[src/rtl/lvds_tx_sequencer_if.sv]
// Word-level handshake bundle between the LVDS TX sequencer, the sample generator and the
// serializer. The master drives the request side and the slave is the sequencer.
interface lvds_tx_sequencer_if #(
  parameter int unsigned SAMPLE_W = 13,
  parameter int unsigned CNT_W    = 4,
  parameter int unsigned UND_W    = 16
);
  logic                i_word_strobe;
  logic                i_start;
  logic                i_abort;
  logic [CNT_W-1:0]    i_skip;
  logic [SAMPLE_W-1:0] i_sample_i;
  logic [SAMPLE_W-1:0] i_sample_q;
  logic                i_sample_last;
  logic                i_sample_valid;
  logic                o_sample_req;
  logic [31:0]         o_tx_data;
  logic                o_busy;
  logic                o_done;
  logic [UND_W-1:0]    o_underrun_count;

  modport master (
    output i_word_strobe, i_start, i_abort, i_skip, i_sample_i, i_sample_q, i_sample_last,
           i_sample_valid,
    input  o_sample_req, o_tx_data, o_busy, o_done, o_underrun_count
  );

  modport slave (
    input  i_word_strobe, i_start, i_abort, i_skip, i_sample_i, i_sample_q, i_sample_last,
           i_sample_valid,
    output o_sample_req, o_tx_data, o_busy, o_done, o_underrun_count
  );
endinterface

[src/rtl/lvds_tx_sequencer.sv]
// Paces I/Q samples into framed 32-bit LVDS words with zero padding and a tail word.
// Optional underrun counter enabled by defining LVDS_TX_UNDERRUN_COUNT_EN.
module lvds_tx_sequencer #(
  parameter int unsigned SAMPLE_W = 13,
  parameter int unsigned CNT_W    = 4,
  parameter int unsigned UND_W    = 16
) (
  input logic                clk,
  input logic                reset,
  lvds_tx_sequencer_if.slave tx_io
);
  localparam logic [31:0] TailWord = {2'b10, 14'b0, 2'b01, 14'b0};

  typedef enum logic [1:0] {StIdle, StPrepare, StTransmit} state_e;

  state_e              state_q, state_d;
  logic [CNT_W-1:0]    cnt_q, cnt_d;
  logic [31:0]         tx_q, tx_d;
  logic                req_q, req_d;
  logic                done_q, done_d;
  logic                start_q;
  logic                armed_q, armed_d;
  logic                pend_q, pend_d;
  logic                hold_full_q, hold_full_d;
  logic [SAMPLE_W-1:0] hold_i_q, hold_q_q;
  logic                hold_last_q;
  logic                last_sent_q, last_sent_d;
  logic                accept, avail, clear_hold, go_idle;
  logic [SAMPLE_W-1:0] smp_i, smp_q;
  logic                smp_last;

  // Valids are only taken while a request is outstanding; bypass serves same-cycle strobes.
  assign accept   = tx_io.i_sample_valid && (req_q || pend_q);
  assign avail    = hold_full_q || accept;
  assign smp_i    = hold_full_q ? hold_i_q    : tx_io.i_sample_i;
  assign smp_q    = hold_full_q ? hold_q_q    : tx_io.i_sample_q;
  assign smp_last = hold_full_q ? hold_last_q : tx_io.i_sample_last;

  always_comb begin
    state_d     = state_q;
    cnt_d       = cnt_q;
    tx_d        = tx_q;
    req_d       = 1'b0;
    done_d      = 1'b0;
    armed_d     = armed_q;
    last_sent_d = last_sent_q;
    clear_hold  = 1'b0;
    go_idle     = 1'b0;
    if ((state_q == StIdle) && tx_io.i_start && !start_q) armed_d = 1'b1;
    if (tx_io.i_word_strobe) begin
      unique case (state_q)
        StIdle: begin
          tx_d = '0;
          if (armed_q) begin
            armed_d = 1'b0;
            cnt_d   = '0;
            state_d = StPrepare;
            req_d   = 1'b1;
          end
        end
        StPrepare: begin
          if (tx_io.i_abort) begin
            go_idle = 1'b1;
          end else if (cnt_q < tx_io.i_skip) begin
            tx_d  = '0;
            cnt_d = cnt_q + 1'b1;
          end else if (avail) begin
            tx_d        = {2'b10, smp_i, 1'b1, 2'b01, smp_q, 1'b0};
            clear_hold  = 1'b1;
            last_sent_d = smp_last;
            state_d     = StTransmit;
          end else begin
            tx_d = '0;
          end
        end
        StTransmit: begin
          if (tx_io.i_abort || last_sent_q) begin
            go_idle = 1'b1;
          end else begin
            tx_d    = '0;
            cnt_d   = '0;
            state_d = StPrepare;
            req_d   = 1'b1;
          end
        end
        default: state_d = StIdle;
      endcase
    end
    if (go_idle) begin
      tx_d       = TailWord;
      done_d     = 1'b1;
      clear_hold = 1'b1;
      state_d    = StIdle;
    end
  end

  always_comb begin
    hold_full_d = hold_full_q;
    pend_d      = pend_q;
    if (req_q) pend_d = 1'b1;
    if (accept) pend_d = 1'b0;
    if (go_idle) pend_d = 1'b0;
    if (clear_hold) hold_full_d = 1'b0;
    else if (accept) hold_full_d = 1'b1;
  end

  always_ff @(posedge clk or posedge reset) begin
    if (reset) begin
      state_q     <= StIdle;
      cnt_q       <= '0;
      tx_q        <= '0;
      req_q       <= 1'b0;
      done_q      <= 1'b0;
      start_q     <= 1'b0;
      armed_q     <= 1'b0;
      pend_q      <= 1'b0;
      hold_full_q <= 1'b0;
      hold_i_q    <= '0;
      hold_q_q    <= '0;
      hold_last_q <= 1'b0;
      last_sent_q <= 1'b0;
    end else begin
      state_q     <= state_d;
      cnt_q       <= cnt_d;
      tx_q        <= tx_d;
      req_q       <= req_d;
      done_q      <= done_d;
      start_q     <= tx_io.i_start;
      armed_q     <= armed_d;
      pend_q      <= pend_d;
      hold_full_q <= hold_full_d;
      last_sent_q <= last_sent_d;
      if (accept && !clear_hold) begin
        hold_i_q    <= tx_io.i_sample_i;
        hold_q_q    <= tx_io.i_sample_q;
        hold_last_q <= tx_io.i_sample_last;
      end
    end
  end

  assign tx_io.o_tx_data    = tx_q;
  assign tx_io.o_sample_req = req_q;
  assign tx_io.o_done       = done_q;
  assign tx_io.o_busy       = (state_q != StIdle);

`ifdef LVDS_TX_UNDERRUN_COUNT_EN
  logic             underrun;
  logic [UND_W-1:0] und_q;

  assign underrun = tx_io.i_word_strobe && (state_q == StPrepare) && !tx_io.i_abort &&
                    (cnt_q >= tx_io.i_skip) && !avail;

  always_ff @(posedge clk or posedge reset) begin
    if (reset) begin
      und_q <= '0;
    end else if (underrun && (und_q != '1)) begin
      und_q <= und_q + 1'b1;
    end
  end

  assign tx_io.o_underrun_count = und_q;
`else
  assign tx_io.o_underrun_count = '0;
`endif
endmodule
[src/flat_wrapper.sv]
// flat-port wrapper written by rule: the top's interface ports become plain ports
module lvds_tx_sequencer_flat 
#(
  parameter int unsigned SAMPLE_W = 13,
  parameter int unsigned CNT_W    = 4,
  parameter int unsigned UND_W    = 16
)
  (clk, reset, tx_io_i_word_strobe, tx_io_i_start, tx_io_i_abort, tx_io_i_skip, tx_io_i_sample_i, tx_io_i_sample_q, tx_io_i_sample_last, tx_io_i_sample_valid, tx_io_o_sample_req, tx_io_o_tx_data, tx_io_o_busy, tx_io_o_done, tx_io_o_underrun_count);
  lvds_tx_sequencer_if #(.SAMPLE_W(SAMPLE_W), .CNT_W(CNT_W), .UND_W(UND_W)) tx_io_i ();
  input logic clk;
  input logic reset;
  input wire logic [$bits(tx_io_i.i_word_strobe)-1:0] tx_io_i_word_strobe;
  input wire logic [$bits(tx_io_i.i_start)-1:0] tx_io_i_start;
  input wire logic [$bits(tx_io_i.i_abort)-1:0] tx_io_i_abort;
  input wire logic [$bits(tx_io_i.i_skip)-1:0] tx_io_i_skip;
  input wire logic [$bits(tx_io_i.i_sample_i)-1:0] tx_io_i_sample_i;
  input wire logic [$bits(tx_io_i.i_sample_q)-1:0] tx_io_i_sample_q;
  input wire logic [$bits(tx_io_i.i_sample_last)-1:0] tx_io_i_sample_last;
  input wire logic [$bits(tx_io_i.i_sample_valid)-1:0] tx_io_i_sample_valid;
  output wire logic [$bits(tx_io_i.o_sample_req)-1:0] tx_io_o_sample_req;
  output wire logic [$bits(tx_io_i.o_tx_data)-1:0] tx_io_o_tx_data;
  output wire logic [$bits(tx_io_i.o_busy)-1:0] tx_io_o_busy;
  output wire logic [$bits(tx_io_i.o_done)-1:0] tx_io_o_done;
  output wire logic [$bits(tx_io_i.o_underrun_count)-1:0] tx_io_o_underrun_count;
  assign tx_io_i.i_word_strobe = tx_io_i_word_strobe;
  assign tx_io_i.i_start = tx_io_i_start;
  assign tx_io_i.i_abort = tx_io_i_abort;
  assign tx_io_i.i_skip = tx_io_i_skip;
  assign tx_io_i.i_sample_i = tx_io_i_sample_i;
  assign tx_io_i.i_sample_q = tx_io_i_sample_q;
  assign tx_io_i.i_sample_last = tx_io_i_sample_last;
  assign tx_io_i.i_sample_valid = tx_io_i_sample_valid;
  assign tx_io_o_sample_req = tx_io_i.o_sample_req;
  assign tx_io_o_tx_data = tx_io_i.o_tx_data;
  assign tx_io_o_busy = tx_io_i.o_busy;
  assign tx_io_o_done = tx_io_i.o_done;
  assign tx_io_o_underrun_count = tx_io_i.o_underrun_count;
  lvds_tx_sequencer #(.SAMPLE_W(SAMPLE_W), .CNT_W(CNT_W), .UND_W(UND_W)) u_core (.clk(clk), .reset(reset), .tx_io(tx_io_i));
endmodule
[config.mk]
export PLATFORM = sky130hd
export DESIGN_NAME = lvds_tx_sequencer_flat
export DESIGN_NICKNAME = d
export VERILOG_FILES = /design/src/rtl/lvds_tx_sequencer_if.sv /design/src/rtl/lvds_tx_sequencer.sv /design/src/flat_wrapper.sv
export SDC_FILE = /design/constraint.sdc
export NUM_CORES = 1
export LEC_CHECK = 0
export CAP_MARGIN = 25
export CORE_UTILIZATION = 44
export CTS_CLUSTER_SIZE = 40
export DETAILED_ROUTE_END_ITERATION = 12
export GPL_TIMING_DRIVEN = 0
export PLACE_DENSITY = 0.76
export SYNTH_ARGS = -nofsm -noshare
export SYNTH_HDL_FRONTEND = slang
export SYNTH_SLANG_ARGS = --single-unit
[constraint.sdc]
create_clock -name clk -period 2.2 [get_ports clk]
set_input_delay 0.44 -clock clk [delete_from_list [all_inputs] [get_ports clk]]
set_output_delay 0.44 -clock clk [all_outputs]
set_load 0.02 [all_outputs]
# ---- After elaboration in Yosys (flattened, before gate mapping)
# Index checks and enable logic that the tools add are counted.
dict set report classes {
  addsub 1
  order_cmp 1
  eq_ne 11
  n_mux 47
  n_bitwise 2
  reduce_logical 20
}
# op n
set op_table {}
lappend op_table {{$mux 32} 6}
lappend op_table {{$pmux 32 s3} 1}
lappend op_table {{$mux 13} 2}
lappend op_table {{$mux 1} 23}
lappend op_table {{$mux 4} 4}
lappend op_table {{$mux 2} 7}
lappend op_table {{$pmux 4 s3} 1}
lappend op_table {{$reduce_and 6->1} 2}
lappend op_table {{$ne 3x2->1 const B} 3}
lappend op_table {{$ne 3x1->1 const B} 2}
lappend op_table {{$pmux 2 s3} 1}
lappend op_table {{$reduce_bool 2->1} 3}
lappend op_table {{$reduce_bool 3->1} 2}
lappend op_table {{$reduce_and 5->1} 1}
lappend op_table {{$add 4x1->4 const B} 1}
lappend op_table {{$logic_and 1x1->1} 4}
lappend op_table {{$lt 4x4->1} 1}
lappend op_table {{$ne 2x1->1 const B} 2}
lappend op_table {{$ne 2x2->1 const B} 2}
lappend op_table {{$pmux 1 s2} 2}
lappend op_table {{$reduce_and 4->1} 1}
lappend op_table {{$reduce_bool 4->1} 1}
lappend op_table {{$logic_or 1x1->1} 3}
lappend op_table {{$eq 2x1->1 const B} 1}
lappend op_table {{other kinds (4)} 6}
dict set report totals {
  regBits 72
  in_bits 37
  out_inout_bits 51
  elab_cells 95
}

# ---- Depth between registers and ports, before layout
dict set report logic_depth {
  ltp_word 11
  mapped_depth 11
}

# ---- Worst setup path before layout
# OpenSTA, ideal clock, no wires.
dict set report synth_timing {
  path_type {input to register}
  startpoint {input port tx_io_i_skip[1]}
  endpoint {register u_core.hold_i_q[0]}
  setup_time_ns 0.125
  t_arrival_ns 2.091
  required_ns 2.075
  slack_ns -0.016
  path_stages 8
  n_path_buf 2
  cell_sequence {inv_1 > ha_1 > a2111oi_4 > nor4_2 > nor3b_2 > buf_4 > buf_8 > mux2_2}
}
dict set report synth_via {
  elab_chain_len 8
}
# item line_no
set synth_rtl {}
lappend synth_rtl {{from (decl)} flat_wrapper.sv:15} ;# input wire logic [$bits(tx_io_i.i_skip)-1:0] tx_io_i_skip;
lappend synth_rtl {{$lt 4x4->1} lvds_tx_sequencer.sv:64} ;# end else if (cnt_q < tx_io.i_skip) begin
lappend synth_rtl {{$mux 1} lvds_tx_sequencer.sv:64}
lappend synth_rtl {{$mux 1} lvds_tx_sequencer.sv:62} ;# if (tx_io.i_abort) begin
lappend synth_rtl {{$mux 1} lvds_tx_sequencer.sv:51} ;# unique case (state_q)
lappend synth_rtl {{$mux 1} lvds_tx_sequencer.sv:50} ;# if (tx_io.i_word_strobe) begin
lappend synth_rtl {{$mux 1} lvds_tx_sequencer.sv:89} ;# if (go_idle) begin
lappend synth_rtl {{$logic_not 1->1} lvds_tx_sequencer.sv:133} ;# if (accept && !clear_hold) begin
lappend synth_rtl {{$logic_and 1x1->1} lvds_tx_sequencer.sv:133}
lappend synth_rtl {{to (signal assigned)} lvds_tx_sequencer.sv:134} ;# hold_i_q <= tx_io.i_sample_i;
lappend synth_rtl {{to (decl)} lvds_tx_sequencer.sv:25} ;# logic [SAMPLE_W-1:0] hold_i_q, hold_q_q;
# Every way passes these cells.
# A chain may end at the register's enable or synchronous reset.

# ---- Worst setup path after layout
dict set report layout_timing {
  startpoint {register u_core.cnt_q[1]}
  endpoint {register u_core.hold_q_q[5]}
}
dict set report layout_via {
  elab_chain_len 8
}
# item line_no
set layout_rtl {}
lappend layout_rtl {{from (decl)} lvds_tx_sequencer.sv:17} ;# logic [CNT_W-1:0] cnt_q, cnt_d;
lappend layout_rtl {{from (signal assigned)} lvds_tx_sequencer.sv:124} ;# cnt_q <= cnt_d;
lappend layout_rtl {{$lt 4x4->1} lvds_tx_sequencer.sv:64}
lappend layout_rtl {{$mux 1} lvds_tx_sequencer.sv:64}
lappend layout_rtl {{$mux 1} lvds_tx_sequencer.sv:62}
lappend layout_rtl {{$mux 1} lvds_tx_sequencer.sv:51}
lappend layout_rtl {{$mux 1} lvds_tx_sequencer.sv:50}
lappend layout_rtl {{$mux 1} lvds_tx_sequencer.sv:89}
lappend layout_rtl {{$logic_not 1->1} lvds_tx_sequencer.sv:133}
lappend layout_rtl {{$logic_and 1x1->1} lvds_tx_sequencer.sv:133}
lappend layout_rtl {{to (signal assigned)} lvds_tx_sequencer.sv:135} ;# hold_q_q <= tx_io.i_sample_q;
lappend layout_rtl {{to (decl)} lvds_tx_sequencer.sv:25}
# Every way passes these cells.

==> reports/qor.txt <==
Multi-input gate area -> 1650 um^2
Main flop type after synthesis -> dfrtp_1
Reg2Reg Depth -> 9
Maximum level of the CTS H-tree -> 3
Initial antenna violation count -> 0
CTS buffer count -> 9
CP Capture Type -> flop
R2r startpoint -> u_core.cnt_q[1]
DR iter-0 viols -> 94
Largest stage delay, worst path -> 0.42 ns
Post-route cell area -> 5010 um^2
Worst Hold Endpoint -> u_core.tx_io.o_tx_data[2]
Antenna diodes -> 0
GP Congestion -> 0.811
Power Dens Cells -> 1120 nW/um^2
Syn avg cell area -> 11.9 um^2
Fmax -> 439 MHz
Fill count -> 575
Critical Path Slowest Stage Cell -> dfrtp_1
Net count, final -> 450
Worst vdd rail ir drop -> 0.654 mV
First-pass GRT wire length -> 13000 um
FFs w/ async S/R, synth -> 100%
P_int -> 3.73 mW
CP required -> 2.43 ns
Layout cell share with drive strength beyond 1 -> 34.2%
Largest net degree at the start of global routing -> 69
Clock-pin slew on the worst setup and hold paths -> 0.08 ns
Worst-Margin Slew -> 0.835 ns
Net Sw Frac -> 33.8%
Cts-stage hold buffer count -> 0
Clk root buf -> clkbuf_8
Pre-CTS setup slack -> -0.675 ns
Initial Util -> 46.1%
Die Area -> 8080 um^2
Grt ovf -> 0
Post-DP HPWL -> 4930 um
Post-synthesis register bit count -> 68
EDFF count, synth -> 0
Mapped cell area -> 3400 um^2
DR vias/cell -> 4.93
Syn. warnings -> 0
Worst setup path category -> flop to flop
RR Endpoint -> u_core.hold_q_q[5]
Leak Pwr -> 2.38 nW
Status -> finished with violations
Die height -> 89.9 um
Total global-route track usage -> 20.5%
CP arrival -> 2.50 ns
Core area -> 7370 um^2
Crit start category -> flop
Yosys cell types -> 42
Critical-path maximum fanout -> 5
Hold Crit Start -> u_core.tx_io.o_tx_data[2]
Slew headroom -> 44.3%
Final Util -> 68.0%
NetSw -> 1.91 mW
Maxcap violations -> 0
Max clock buf depth -> 2
WL/cell -> 15.3 um
WL final -> 7760 um
Clock power share -> 19.9%
Number of core rows -> 31
CTS tree -> built
Hold Path Stages -> 2
Worst path cell trace -> ha_4, a2111oi_4, buf_12, nor4_4, nor3b_2, buf_6, buf_12, buf_8, mux2_2
Die X -> 89.9 um
Seq. cell area -> 1700 um^2
Vias in the first global route -> 2620
Cell mode on critical path -> buf_12
Final Hold Vio Count -> 0
Buffers on Ports -> 68
Placed Cells -> 471
Gate Count Post-Synth -> 286
Worst-skew pair later-pin latency -> 0.34 ns
Worst Hold Class -> flop to flop
Area delta synth->final -> 47.5%
1st-pass router iterations -> 4
Combinational Power Share -> 46.3%
Reg2reg setup slack -> -0.08 ns
Post-layout min period -> 2.28 ns
Final ANT Viol Nets -> 0
I/O pins -> 88
Flop pwr share -> 33.8%
Final worst-path cycle share -> 104%
Hold Worst Slack -> 0.477 ns
Unrepaired setup endpoints after global routing -> yes
Clk sinks -> 68
Max-slew violations -> 0
Placed Area -> 4290 um^2
Fin cells -> 508
# setup viols final -> 29
Clk_skew -> 0.0152 ns
Failing checks -> negative setup slack
Sequential fraction of the synthesis area -> 50.1%
Final worst slack -> -0.0772 ns
DR DRC count -> 0
Via count -> 2502
layer usage:
metal,wire [um],GRT usage [%],vias up
li1,-,-,1192
met1,3400,25.4,1231
met2,3900,35.4,68
met3,327,4.23,11
met4,131,7.53,0
met5,0,0,-
layout by cell type, fill, tap and decap left out, types with 4 or more instances in the layout:
master / count
dfrtp_1: 68
clkdlybuf4s50_1: 63
buf_4: 32
nand2_1: 32
mux2i_1: 28
mux2_4: 25
o21ai_2: 21
conb_1: 19
clkbuf_8: 9
buf_12: 8
nor2_1: 7
a21oi_1: 6
inv_1: 5
ha_1: 5
dlygate4sd2_1: 5
buf_6: 4
nor3_1: 4
inv_2: 4
o21ai_1: 4
buf_16: 4
state kept, by name (all words and copies together), names as in the netlist:
name and flops:
u_core.tx_io.o_tx_data 28, u_core.hold_i_q 13, u_core.hold_q_q 13, u_core.cnt_q 4, u_core.state_q 2, u_core.armed_q 1, u_core.hold_full_q 1, u_core.hold_last_q 1
u_core.last_sent_q 1, u_core.pend_q 1, u_core.start_q 1, u_core.tx_io.o_done 1, u_core.tx_io.o_sample_req 1
Yosys cell counts (3+ instances only):
master	number	area (um^2)
ha_1	8	100
buf_4	22	165
o21ai_2	20	175
inv_1	10	37.5
nor2_1	8	30.0
nor3_1	4	20.0
o21a_1	3	22.5
nand2_1	33	124
a21oi_1	7	35.0
mux2_2	27	304
mux2i_1	28	280
o21ai_0	10	50.1
dfrtp_1	68	1700
power by group through the flow:
stage / Combinational [mW] / Sequential, mW / Clock, mW
finish: 2.61 / 1.90 / 1.12
global placement: 1.91 / 1.87 / 0
detailed placement: 1.98 / 1.91 / 0
global route: 2.82 / 1.94 / 1.20
CTS: 2.56 / 1.89 / 1.13
floorplan: 1.40 / 1.93 / 0
repair_timing:
| action | CTS | global route |
|---|---|---|
| gates cloned | 5 | 0 |
| gates resized for setup | 62 | 9 |
| setup buffers | 15 | 3 |
| endpoints found under the setup margin | 57 | 55 |
| pin swaps | 29 | 4 |
kinds of logic (layout without fill, tap and decap cells):
group                      Yosys count  in the layout  share of synthesized area (%)
AOI/OAI and AO/OA                   50             50                           11.3
xor gates and xnor gates             2              2                          0.516
buffers and inverters               43            148                           9.21
adders and majority gates            8              8                           2.95
muxes                               55             55                           17.2
DFF                                 68             68                           50.1
other                                1             19                          0.110
and+or+nand+nor                     59             59                           8.66
stage by stage:
step                power [mW]  setup TNS, ns
CTS                       5.58          -1.70
global placement          3.79        -105.99
finish                    5.64          -1.17
detailed placement        3.88         -31.98
floorplan                 3.32              0
global route              5.97          -3.93
layout make-up:
type | instances | area share (%)
multi-input cells | 193 | 32.9
inverters | 10 | 0.799
clock inverters | 6 | 1.80
well taps | 99 | 2.47
flip-flops and latches | 68 | 34.0
plain buffers | 33 | 5.87
repair buffers | 90 | 19.8
clock buffers | 9 | 2.47
worst max-delay path by stage:
stage | startpoint | end | cells past startpoint
floorplan | tx_io_i_skip[2] | u_core.hold_i_q[0] | 9
global placement | reset | u_core.armed_q | 2
detailed placement | tx_io_i_skip[2] | u_core.hold_q_q[3] | 10
CTS | u_core.cnt_q[1] | u_core.hold_q_q[5] | 9
global route | u_core.cnt_q[1] | u_core.hold_q_q[4] | 9
finish | u_core.cnt_q[1] | u_core.hold_q_q[5] | 9
worst max-delay path, delay by kind of cell (launching register included):
kind / cells / cell delay (ns)
buffers and inverters: 4 / 0.54
adder cells (fa/ha/maj): 1 / 0.23
AO/OA/AOI/OAI: 1 / 0.39
multiplexers: 1 / 0.33
AND/OR/NAND/NOR: 2 / 0.24
flip-flops: 1 / 0.42
Power figures use the tool's default switching activity.
